File: src/rtl/tt_board_seq.sv
// Clocked ball board: releases one ball at a time from NUM_COLORS reservoirs and records returns.
// Optional in-flight watchdog enabled by defining TT_WATCHDOG_EN.
module tt_board_seq #(
  parameter int unsigned NUM_COLORS      = 2,
  parameter int unsigned AMOUNT          = 10,
  parameter int unsigned TRAY_DEPTH      = 20,
  parameter int unsigned WATCHDOG_CYCLES = 64,
  localparam int unsigned CW  = (NUM_COLORS > 1) ? $clog2(NUM_COLORS) : 1,
  localparam int unsigned TAW = $clog2(TRAY_DEPTH + 1)
) (
  input  logic                    clk,
  input  logic                    rst_n,
  input  logic                    start,
  input  logic [NUM_COLORS-1:0]   trigger,
  input  logic                    intercept,
  output logic [NUM_COLORS-1:0]   ball_out,
  output logic [CW-1:0]           current_color,
  output logic                    in_flight,
  output logic                    stopped,
  output logic                    no_balls,
  output logic                    tray_full,
  output logic [TRAY_DEPTH*CW-1:0] tray,
  output logic [TAW-1:0]          tray_amount,
  output logic [NUM_COLORS*8-1:0] remaining,
  output logic                    lost_ball
);

  typedef enum logic [1:0] {StIdle, StRelease, StFlight, StStopped} state_e;

  state_e        state_q;
  logic          trig_hit;
  logic [CW-1:0] trig_idx;
  logic [7:0]    rem_trig;

`ifdef TT_WATCHDOG_EN
  localparam int unsigned WDW = (WATCHDOG_CYCLES >= 256) ? $clog2(WATCHDOG_CYCLES + 1) : 8;
  logic [WDW-1:0] wd_q;
`else
  logic unused_wd_cycles;
  assign unused_wd_cycles = ^WATCHDOG_CYCLES;
  assign lost_ball = 1'b0;
`endif

  // Lowest set trigger bit wins; look up that reservoir's count.
  always_comb begin
    trig_hit = |trigger;
    trig_idx = '0;
    rem_trig = '0;
    for (int i = NUM_COLORS - 1; i >= 0; i--) begin
      if (trigger[i]) trig_idx = CW'(i);
    end
    for (int i = 0; i < NUM_COLORS; i++) begin
      if (CW'(i) == trig_idx) rem_trig = remaining[i*8 +: 8];
    end
  end

  always_ff @(posedge clk or negedge rst_n) begin
    if (!rst_n) begin
      state_q       <= StIdle;
      ball_out      <= '0;
      current_color <= '0;
      in_flight     <= 1'b0;
      stopped       <= 1'b0;
      no_balls      <= 1'b0;
      tray_full     <= 1'b0;
      tray          <= '0;
      tray_amount   <= '0;
      remaining     <= {NUM_COLORS{8'(AMOUNT)}};
`ifdef TT_WATCHDOG_EN
      lost_ball     <= 1'b0;
      wd_q          <= '0;
`endif
    end else begin
      ball_out <= '0;
      unique case (state_q)
        StIdle: begin
          if (start) begin
            state_q          <= StRelease;
            ball_out         <= NUM_COLORS'(1);
            current_color    <= '0;
            in_flight        <= 1'b1;
            remaining[7:0]   <= remaining[7:0] - 8'd1;
          end
        end
        StRelease: begin
          state_q <= StFlight;
`ifdef TT_WATCHDOG_EN
          wd_q    <= '0;
`endif
        end
        StFlight: begin
          if (intercept) begin
            state_q   <= StStopped;
            stopped   <= 1'b1;
            in_flight <= 1'b0;
          end else if (trig_hit) begin
            for (int i = 0; i < TRAY_DEPTH; i++) begin
              if (TAW'(i) == tray_amount) tray[i*CW +: CW] <= current_color;
            end
            tray_amount <= tray_amount + 1'b1;
            in_flight   <= 1'b0;
            if (tray_amount == TAW'(TRAY_DEPTH - 1)) begin
              state_q   <= StStopped;
              stopped   <= 1'b1;
              tray_full <= 1'b1;
            end else if (rem_trig == 8'd0) begin
              state_q  <= StStopped;
              stopped  <= 1'b1;
              no_balls <= 1'b1;
            end else begin
              // Next ball leaves on the very next cycle.
              state_q       <= StRelease;
              in_flight     <= 1'b1;
              current_color <= trig_idx;
              for (int i = 0; i < NUM_COLORS; i++) begin
                if (CW'(i) == trig_idx) begin
                  ball_out[i]          <= 1'b1;
                  remaining[i*8 +: 8] <= rem_trig - 8'd1;
                end
              end
            end
          end
`ifdef TT_WATCHDOG_EN
          else if (wd_q == WDW'(WATCHDOG_CYCLES - 1)) begin
            state_q   <= StStopped;
            stopped   <= 1'b1;
            lost_ball <= 1'b1;
            in_flight <= 1'b0;
          end else begin
            wd_q <= wd_q + 1'b1;
          end
`endif
        end
        StStopped: ;
        default: state_q <= StIdle;
      endcase
    end
  end

endmodule

File: config.mk
export PLATFORM = sky130hd
export DESIGN_NAME = tt_board_seq
export DESIGN_NICKNAME = d
export VERILOG_FILES = /design/src/rtl/tt_board_seq.sv
export SDC_FILE = /design/constraint.sdc
export NUM_CORES = 1
export LEC_CHECK = 0
export ABC_AREA = 1
export CORE_MARGIN = 1.5
export CORE_UTILIZATION = 56
export DETAILED_ROUTE_END_ITERATION = 10
export PLACE_DENSITY = 0.85
export SYNTH_ARGS = -nofsm -noshare
export SYNTH_HDL_FRONTEND = slang
export SYNTH_SLANG_ARGS = --single-unit
File: constraint.sdc
create_clock -name clk -period 4.2 [get_ports clk]
set_clock_uncertainty 0.15 [all_clocks]
set_input_delay 0.63 -clock clk [delete_from_list [all_inputs] [get_ports clk]]
set_output_delay 0.63 -clock clk [all_outputs]
set_load 0.01 [all_outputs]
==> reports/metrics.cfg, run 1 <==
[logic_synthesis]
ys_ff_latch = 50
syn_area_um2 = 2880
synth-compound-area-share = 0.110
yosys.area_share.simple = 0.315
yosys.cell_count.top_type = nand2_1
synth_common_cells = nand2_1 (90), dfrtp_1 (46), inv_1 (39), nand3_1 (36), nor2_1 (24)
synth_edf_count = 0
synth-async-reset-ratio = 1.00
synth_top_area_share = 0.400
ys_types = 36
yosysTopAreaCell = dfrtp_1
synthMuxAreaShare = 0
syn_avg_cell_area_um2 = 8.07
ys_warn_count = 0
synthAdderAreaFrac = 0.0478
synthCells = 357
synth-xor-area-share = 0.00912
yosys-top-cells-area = dfrtp_1 (40%), nand2_1 (12%), nand3_1 (6.3%)
syn-num-nets = 374
synthFlopType = dfrtp_1
synth_top_family_by_area = simple AND/OR/NAND/NOR gates
ys_seq_area_frac = 0.436

[floorplanning]
die_w_um = 74.7
rows = 25
die-area_um2 = 5580
start_util = 0.594
core_um2 = 4850
die_y_um = 74.7
io_pins = 55

[placement]
place_congestion = 0.859
hpwl_um = 4910
port_buffers = 53

[min_path]
holdPathStages = 2
min_path_type = reg -> reg

[cells_and_area]
num_antenna_cells = 0
fin_nets = 424
area_growth_pct = 22.5
final_core_util = 0.727
final_layout_size_suffix_gt1_frac = 0.133

[setup_path]
cp_max_fo = 11
cpPeakStageDelay_ps = 820
cp_slowest_cell = clkdlybuf4s50_1
worstSetupPathType = in -> reg
end_kind = flop
required_ps = 4290
rr_worst_depth = 8
cp_cell_sequence = clkdlybuf4s50_1 -> nand2_8 -> nand2_1 -> nand2_1 -> ha_1 -> nand2_2 -> nor2_2 -> nand3_1 -> nand2_1 -> nor2_2 -> nand2_1 -> o21ai_2
cp.arrival_ps = 3030
cp-start-kind = input pin
crit_top_cell = nand2_1

[clock_network]
cts.sinks = 50
cts_max_path_buffers = 2
cts_root_buf = clkbuf_8
cts.reportedPaths.clkPinSlew_ps = 90
clk_latency_ps = 300
tritoncts = yes
cts_made_buffers = 5
cts_htree_levels = 2
cts_resized = 0
ctsHoldBuffers = 0
post_cts_buffers = 0

[power_and_ir_drop]
ir_worst_vdd_mv = 0.208
p_leak_nw = 1.71
power_density_nw_per_um2 = 241

[sta]
hold_violations = 0
maxSlewViolCount = 0
fin_crit_sh = 0.701
rsz0062_at_grt = false
min_period_ps = 2940
worst_slew_pin_slew_ps = 1070
whs_ps = 338
setup_viol = 0
max_freq_mhz = 340
fin_setup_tns_ps = 0
slew_headroom = 0.284

[grt]
grt_pass1_vias = 2302
antenna_found_initial = 0
grt_max_degree = 51
grt_pass1_wl_um = 10900
grt-ovfl-total = 0
track_usage = 0.254

[route]
detail_route.wl_per_cell_um = 13.7
drt_wl_total_um = 6510
num_vias = 2536
vias_per_cell = 5.35
drt_iter0_drc = 243
ant_nets = 0
first_pass_iters = 5
drcViolationCount = 0

[run]
maxCapViolations = 0

[outcome]
outcome = finished, final reports clean

-- worst max-delay path, delay by kind of cell --
family	cells	cell delay, ps
simple gates	9	1260
compound gates	1	80
fa+ha+maj	1	240
buf+inv	1	820
-- worst paths after layout --
check | slack [ps] | end | startpoint
setup reg to reg | 1660 | remaining[1] | state_q[0]
setup / recovery | 1260 | remaining[1] | trigger[1]
min in group asynchronous | 360 | remaining[0] | rst_n
max in group asynchronous | 2870 | remaining[14] | rst_n
hold / removal | 340 | tray[14] | tray[14]
hold reg to reg | 340 | tray[14] | tray[14]
-- sequential cells by signal, indices dropped and copies added (netlist names) --
name           flops
ball_out           2
current_color      1
in_flight          1
no_balls           1
remaining         16
state_q            2
stopped            1
tray              20
tray_amount        5
tray_full          1
-- area by class of cell --
class	instances	area [um2]
clock buffer	5	68.8
clock inverter	2	38.8
fill	379	1320
inverter	43	164
multi-input combinational	254	1390
sequential	50	1260
tap	67	83.8
timing repair buffer	53	526
-- cells in the final DEF (no fill, tap or decap), types with 10 or more instances in the layout --
cell type / count
clkdlybuf4s50_1: 52
nand2_2: 11
dfrtp_1: 46
o21ai_2: 10
nand3_1: 36
inv_1: 39
o21ai_0: 21
nand2_1: 90
ha_1: 11
nor2_1: 24
a21oi_1: 11
-- stage by stage --
stage                     setup slack [ps]  power (mW)  cells  instance area (um2)
after global placement                1070       0.526    467                 3420
after detailed placement               984       0.527    467                 3420
final                                 1260       0.849    474                 3530
after global routing                  1040       0.876    474                 3530
after floorplan                       2030       0.510    357                 2880
after CTS                             1280       0.854    474                 3530
-- cells by family after synthesis --
family	Yosys count
buf+inv	53
compound gates	52
xor+xnor	3
simple gates	187
other cells	1
flops	50
fa+ha+maj	11
-- report_power, final --
part           switching [mW]  internal [mW]
Clock                   0.156          0.175
Sequential                  0          0.481
Combinational          0.0267        0.00907
-- layer usage --
layer  global-route usage  part of all wire
met1                0.367              0.44
met2                0.397              0.47
met3               0.0402             0.075
met4               0.0747             0.016
met5                    0                 0
Note: power is estimated with default switching activity, not from simulation.
==> run 2, diff against run 1 <==
--- a/config.mk
+++ b/config.mk
@@ -7,9 +7,9 @@
 export LEC_CHECK = 0
 export ABC_AREA = 1
 export CORE_MARGIN = 1.5
-export CORE_UTILIZATION = 56
+export CORE_UTILIZATION = 47
 export DETAILED_ROUTE_END_ITERATION = 10
-export PLACE_DENSITY = 0.85
+export PLACE_DENSITY = 0.76
 export SYNTH_ARGS = -nofsm -noshare
 export SYNTH_HDL_FRONTEND = slang
 export SYNTH_SLANG_ARGS = --single-unit
==> constraint.sdc (replaced) <==
create_clock -name clk -period 2.5 [get_ports clk]
set_clock_uncertainty 0.15 [all_clocks]
set_input_delay 0.375 -clock clk [delete_from_list [all_inputs] [get_ports clk]]
set_output_delay 0.375 -clock clk [all_outputs]
set_load 0.01 [all_outputs]
==> run 2 against run 1 <==
  * Register-to-register slack got worse by 1200 ps
  * Sequential power increased by 68%
  * Routed wire length down 1.4%
  * Largest cell class unchanged
  * Design area rose by 2.9%
==> reports/metrics.cfg, run 2 (synthesized netlist as in run 1, its figures left out) <==
[outcome]
outcome = finished, final reports clean

[route]
drt_iter0_drc = 168  ; -31%
drcViolationCount = 0  ; unchanged
first_pass_iters = 4  ; -1
vias_per_cell = 4.92  ; -8.1%
ant_nets = 0  ; unchanged
num_vias = 2440  ; -3.8%
drt_wl_total_um = 6410  ; -1.4%
detail_route.wl_per_cell_um = 12.9  ; -5.8%

[sta]
whs_ps = 17.7  ; -320 ps
rsz0062_at_grt = false
max_freq_mhz = 450
fin_setup_tns_ps = 0  ; unchanged
min_period_ps = 2220
slew_headroom = 0.431  ; +0.147
fin_crit_sh = 0.888
setup_slack_ps = 279  ; -978 ps
hold_violations = 0  ; unchanged
setup_viol = 0  ; unchanged
maxSlewViolCount = 0  ; unchanged
worst_slew_pin_slew_ps = 854  ; -220 ps

[setup_path]
regToRegSetupSlack_ps = 460  ; -1200 ps
cp_slowest_cell = clkdlybuf4s50_1
r2r_end = remaining[4]
rr_worst_depth = 9  ; +1
r2r_start = state_q[0]
cpPeakStageDelay_ps = 510  ; -310 ps
worstSetupPathType = in -> reg
cp.arrival_ps = 2310  ; -720 ps
worst-path-buf-inv = 2  ; +1
crit_family = simple AND/OR/NAND/NOR gates
cp_max_fo = 16  ; +5
cp-start-kind = input pin
cp_cell_sequence = clkdlybuf4s50_1 -> buf_4 -> nand2_8 -> nand2_1 -> nand2_1 -> ha_1 -> nand2_2 -> nor2_2 -> nand2_2 -> nand2_4 -> nor2_8 -> nand3_1 -> o21ai_2
end_kind = flop
required_ps = 2590  ; -1700 ps

[placement]
place_congestion = 0.874  ; +1.8%
hpwl_um = 4990  ; +1.6%
port_buffers = 53  ; unchanged
place_ws_ps = 2.24  ; -982 ps

[cells_and_area]
regArea_um2 = 1260  ; unchanged
final_core_util = 0.613  ; -0.114
fin_nets = 438  ; +3.3%
regMostFlops = tray
nFillCells = 539  ; +42%
num_antenna_cells = 0  ; unchanged
largest_reg_flops = 20  ; unchanged
mostFrequentLayoutCells = nand2_1 (90), clkdlybuf4s50_1 (52), dfrtp_1 (46)
final_layout_size_suffix_gt1_frac = 0.162  ; +0.0288
final_common_cell = nand2_1
largestRegisters = tray x20, remaining x16, tray_amount x5
multi_input_area_um2 = 1390  ; unchanged
area_growth_pct = 26.0

[clock_network]
post_cts_buffers = 0  ; unchanged
cts_htree_levels = 2  ; unchanged
clk_latency_ps = 300  ; about the same
cts_made_buffers = 5  ; unchanged
cts.reportedPaths.clkPinSlew_ps = 90  ; about the same
cts.sinks = 50  ; unchanged
tritoncts = yes
ctsHoldBuffers = 0  ; unchanged
cts_root_buf = clkbuf_8
cts_resized = 0  ; unchanged
cts_max_path_buffers = 2  ; unchanged

[floorplanning]
io_pins = 55  ; unchanged
rows = 28  ; +12%
die_w_um = 81.3  ; +8.8%
die_y_um = 81.3  ; +8.8%
core_um2 = 5920  ; +22%
die-area_um2 = 6610  ; +18%
start_util = 0.486  ; -0.108

[grt]
grt-ovfl-total = 0  ; unchanged
grt_pass1_vias = 2258  ; -1.9%
grt_pass1_wl_um = 10800  ; -0.95%
antenna_found_initial = 0  ; unchanged
grt_max_degree = 41  ; -20%
track_usage = 0.211  ; -0.0429

[run]
maxCapViolations = 0  ; unchanged

[min_path]
min_path_type = in -> async

[power_and_ir_drop]
ir_worst_vdd_mv = 0.256  ; +23%
power_density_nw_per_um2 = 369  ; +53%
p_leak_nw = 1.77  ; +3.5%
total_power_mw = 1.34  ; +58%

run 2: changes by cell type in the layout (fill, tap and decap cells not counted), sizes merged:
cell,delta
buf,+14
bufinv,-1
inv,+1
run 2: worst register-to-register path: stages (launching register included):
cell,delay [ps]
dfrtp_1,410
inv_1,80
ha_1,260
inv_2,100
nor2_1,50
inv_1,180
o211ai_1,160
nand3b_1,340
nand2_1,120
o21ai_1,70
run 2: through the flow:
stage               cells  instance area, um2
finish                496                3630
global route          496                3630
CTS                   496                3630
detailed placement    489                3550
global placement      489                3550
floorplan             357                2880
run 2: where the power goes:
part | leakage, nW | internal [mW] | switching, mW | total, mW
logic | 1.11 | 0.0232 | 0.0453 | 0.0685
registers | 0.617 | 0.808 | 0 | 0.808
clock network | 0.0444 | 0.194 | 0.267 | 0.461
total | 1.77 | 1.03 | 0.313 | 1.34
run 2: layer usage:
metal / track usage / part of all wire
met1: 0.318 / 0.51
met2: 0.309 / 0.44
met3: 0.0371 / 0.040
met4: 0.0534 / 0.0084
met5: 0 / 0
run 2: layout make-up:
class | count | share of cell area
Clock buffer | 5 | 0.0190
Clock inverter | 2 | 0.00379
Multi-Input combinational cell | 254 | 0.383
Sequential cell | 50 | 0.346
Timing Repair Buffer | 67 | 0.177
Inverter | 43 | 0.0452
Tap cell | 75 | 0.0259
run 2: how the worst max path moves through the flow:
stage,startpoint,endpoint,slack [ps],cells after the start
after global placement,trigger[1],remaining[4],70,12
after global routing,trigger[1],remaining[11],150,13
final,trigger[1],remaining[11],280,13
after floorplan,trigger[1],remaining[2],580,14
after detailed placement,trigger[1],remaining[11],2,13
after CTS,trigger[1],remaining[11],310,13
==> run 3, diff against run 2 <==
--- a/config.mk
+++ b/config.mk
@@ -6,7 +6,7 @@
 export NUM_CORES = 1
 export LEC_CHECK = 0
 export ABC_AREA = 1
-export CORE_MARGIN = 1.5
+export CAP_MARGIN = 5
 export CORE_UTILIZATION = 47
 export DETAILED_ROUTE_END_ITERATION = 10
 export PLACE_DENSITY = 0.76
==> run 3 against run 2 <==
  * Non-clock buffer count increased by 3
  * Combinational power increased by 9.9%
  * Final cell count increased by 0.60%
  * Clock-buffer cell count unchanged
  * Power increased by 0.68%
  * Via count increased by 1.8%
  * Sequential power about the same
  * Design area increased by 0.72%
  * First-iteration DRC count decreased by 18%
  * Sequential cell count unchanged
  * Setup slack got worse by 70 ps
  * Critical endpoint is now remaining[1]
==> reports/metrics.cfg, run 3 (synthesized netlist as in run 1, its figures left out) <==
[route]
drt_wl_total_um = 6330  ; -1.2%
drcViolationCount = 0  ; unchanged
num_vias = 2485  ; +1.8%
drt_iter0_drc = 137  ; -18%
ant_nets = 0  ; unchanged
first_pass_iters = 4  ; unchanged
vias_per_cell = 4.98  ; +1.2%
detail_route.wl_per_cell_um = 12.7  ; -1.8%

[min_path]
min_path_type = reg -> reg

[cells_and_area]
largest_reg_flops = 20  ; unchanged
regArea_um2 = 1260  ; unchanged
final_common_cell = nand2_1
fin_nets = 441  ; +0.68%
regMostFlops = tray
mostFrequentLayoutCells = nand2_1 (90), clkdlybuf4s50_1 (52), dfrtp_1 (46)
final_area_um2 = 3660  ; +0.72%
largestRegisters = tray x20, remaining x16, tray_amount x5
area_growth_pct = 26.9
nFillCells = 546  ; +1.3%
final_layout_size_suffix_gt1_frac = 0.165  ; +0.00357
num_antenna_cells = 0  ; unchanged
multi_input_area_um2 = 1390  ; unchanged
final_core_util = 0.617  ; +0.00444

[grt]
grt_pass1_vias = 2331  ; +3.2%
grt_max_degree = 51  ; +24%
grt_pass1_wl_um = 10700  ; -0.39%
grt-ovfl-total = 0  ; unchanged
track_usage = 0.215  ; +0.00389
antenna_found_initial = 0  ; unchanged

[clock_network]
cts_root_buf = clkbuf_8
post_cts_buffers = 0  ; unchanged
cts_made_buffers = 5  ; unchanged
clk_latency_ps = 300  ; about the same
tritoncts = yes
cts.sinks = 50  ; unchanged
cts.reportedPaths.clkPinSlew_ps = 90  ; about the same
cts_max_path_buffers = 2  ; unchanged
cts_htree_levels = 2  ; unchanged

[sta]
fin_setup_tns_ps = 0  ; unchanged
rsz0062_at_grt = false
fin_crit_sh = 0.916  ; +0.0280
setup_viol = 0  ; unchanged
min_period_ps = 2290  ; +70.0 ps
slew_headroom = 0.593  ; +0.162
hold_violations = 0  ; unchanged
worst_slew_pin_slew_ps = 610  ; -244 ps
maxSlewViolCount = 0  ; unchanged
max_freq_mhz = 437  ; -3.1%

[setup_path]
cp_slowest_cell = clkdlybuf4s50_1
required_ps = 2590  ; about the same
crit_family = simple AND/OR/NAND/NOR gates
crit_top_cell = nand2_1
cp_max_fo = 11  ; -5
cp.arrival_ps = 2380  ; +70 ps
worstSetupPathType = in -> reg
worst-path-buf-inv = 2  ; unchanged
cp-start-kind = input pin
end_kind = flop
cpPeakStageDelay_ps = 460  ; -50 ps
cp_cell_sequence = clkdlybuf4s50_1 -> buf_4 -> nand2_8 -> nand2_1 -> nand2_1 -> ha_1 -> nand2_2 -> nor2_2 -> nand3_1 -> nand2_1 -> nor2_2 -> nand2_1 -> o21ai_2

[placement]
port_buffers = 53  ; unchanged
hpwl_um = 4840  ; -3.1%
placed_area_um2 = 3560  ; +0.42%
place_congestion = 0.889  ; +1.7%

[floorplanning]
io_pins = 55  ; unchanged
start_util = 0.486  ; unchanged
core_um2 = 5920  ; unchanged
die_y_um = 80.3  ; -1.2%
die_w_um = 80.3  ; -1.2%
rows = 28  ; unchanged
die-area_um2 = 6440  ; -2.4%

[power_and_ir_drop]
p_leak_nw = 1.77  ; +0.26%
ir_worst_vdd_mv = 0.216  ; -16%
power_density_nw_per_um2 = 368  ; about the same

[run]
maxCapViolations = 0  ; unchanged

[outcome]
outcome = finished, final reports clean

[run 3: final timing paths]
path | start | endpoint | slack [ps] | depth (start not counted)
min in group asynchronous | rst_n | tray[14] | 420 | 3
worst max-delay path | trigger[1] | remaining[1] | 210 | 13
worst min register to register | tray_full | tray_full | 330 | 1
max in group asynchronous | rst_n | remaining[11] | 1480 | 3
worst max register to register | remaining[1] | remaining[1] | 270 | 11
worst min-delay path | tray_full | tray_full | 330 | 1
[run 3: power breakdown]
group	switching, mW	total, mW	internal, mW
registers	0	0.808	0.808
clock network	0.272	0.463	0.192
logic	0.0468	0.0753	0.0285
[run 3: through the flow]
step,power [mW],std cells,setup slack [ps],hold WS (ps)
3_5_place_dp,0.899,491,-90.0,237
5_1_grt,1.40,499,1.43,374
3_3_place_gp,0.898,491,-42.3,233
2_1_floorplan,0.857,357,582,-70.6
6_report,1.35,499,209,326
4_1_cts,1.36,499,208,338
[run 3: per-layer routing]
layer,vias to the layer above,GRT usage,share of wire
met1,1152,0.302,0.49
met4,0,0.0554,0.012
met5,-,0,0
met3,8,0.0398,0.035
met2,44,0.339,0.46
li1,1281,-,-
[run 3: final cells by class]
cell class / count / area share
sequential: 50 / 0.344
inverter: 43 / 0.0448
clock buffer: 5 / 0.0188
tap: 75 / 0.0257
timing repair buffer: 70 / 0.183
clock inverter: 2 / 0.00411
multi-input combinational: 254 / 0.380
[run 3: timing repair]
action	4_1_cts	5_1_grt
hold buffers	1	0
hold endpoints to repair	46	0
endpoints found under the setup margin	0	0
gates resized for setup	0	0
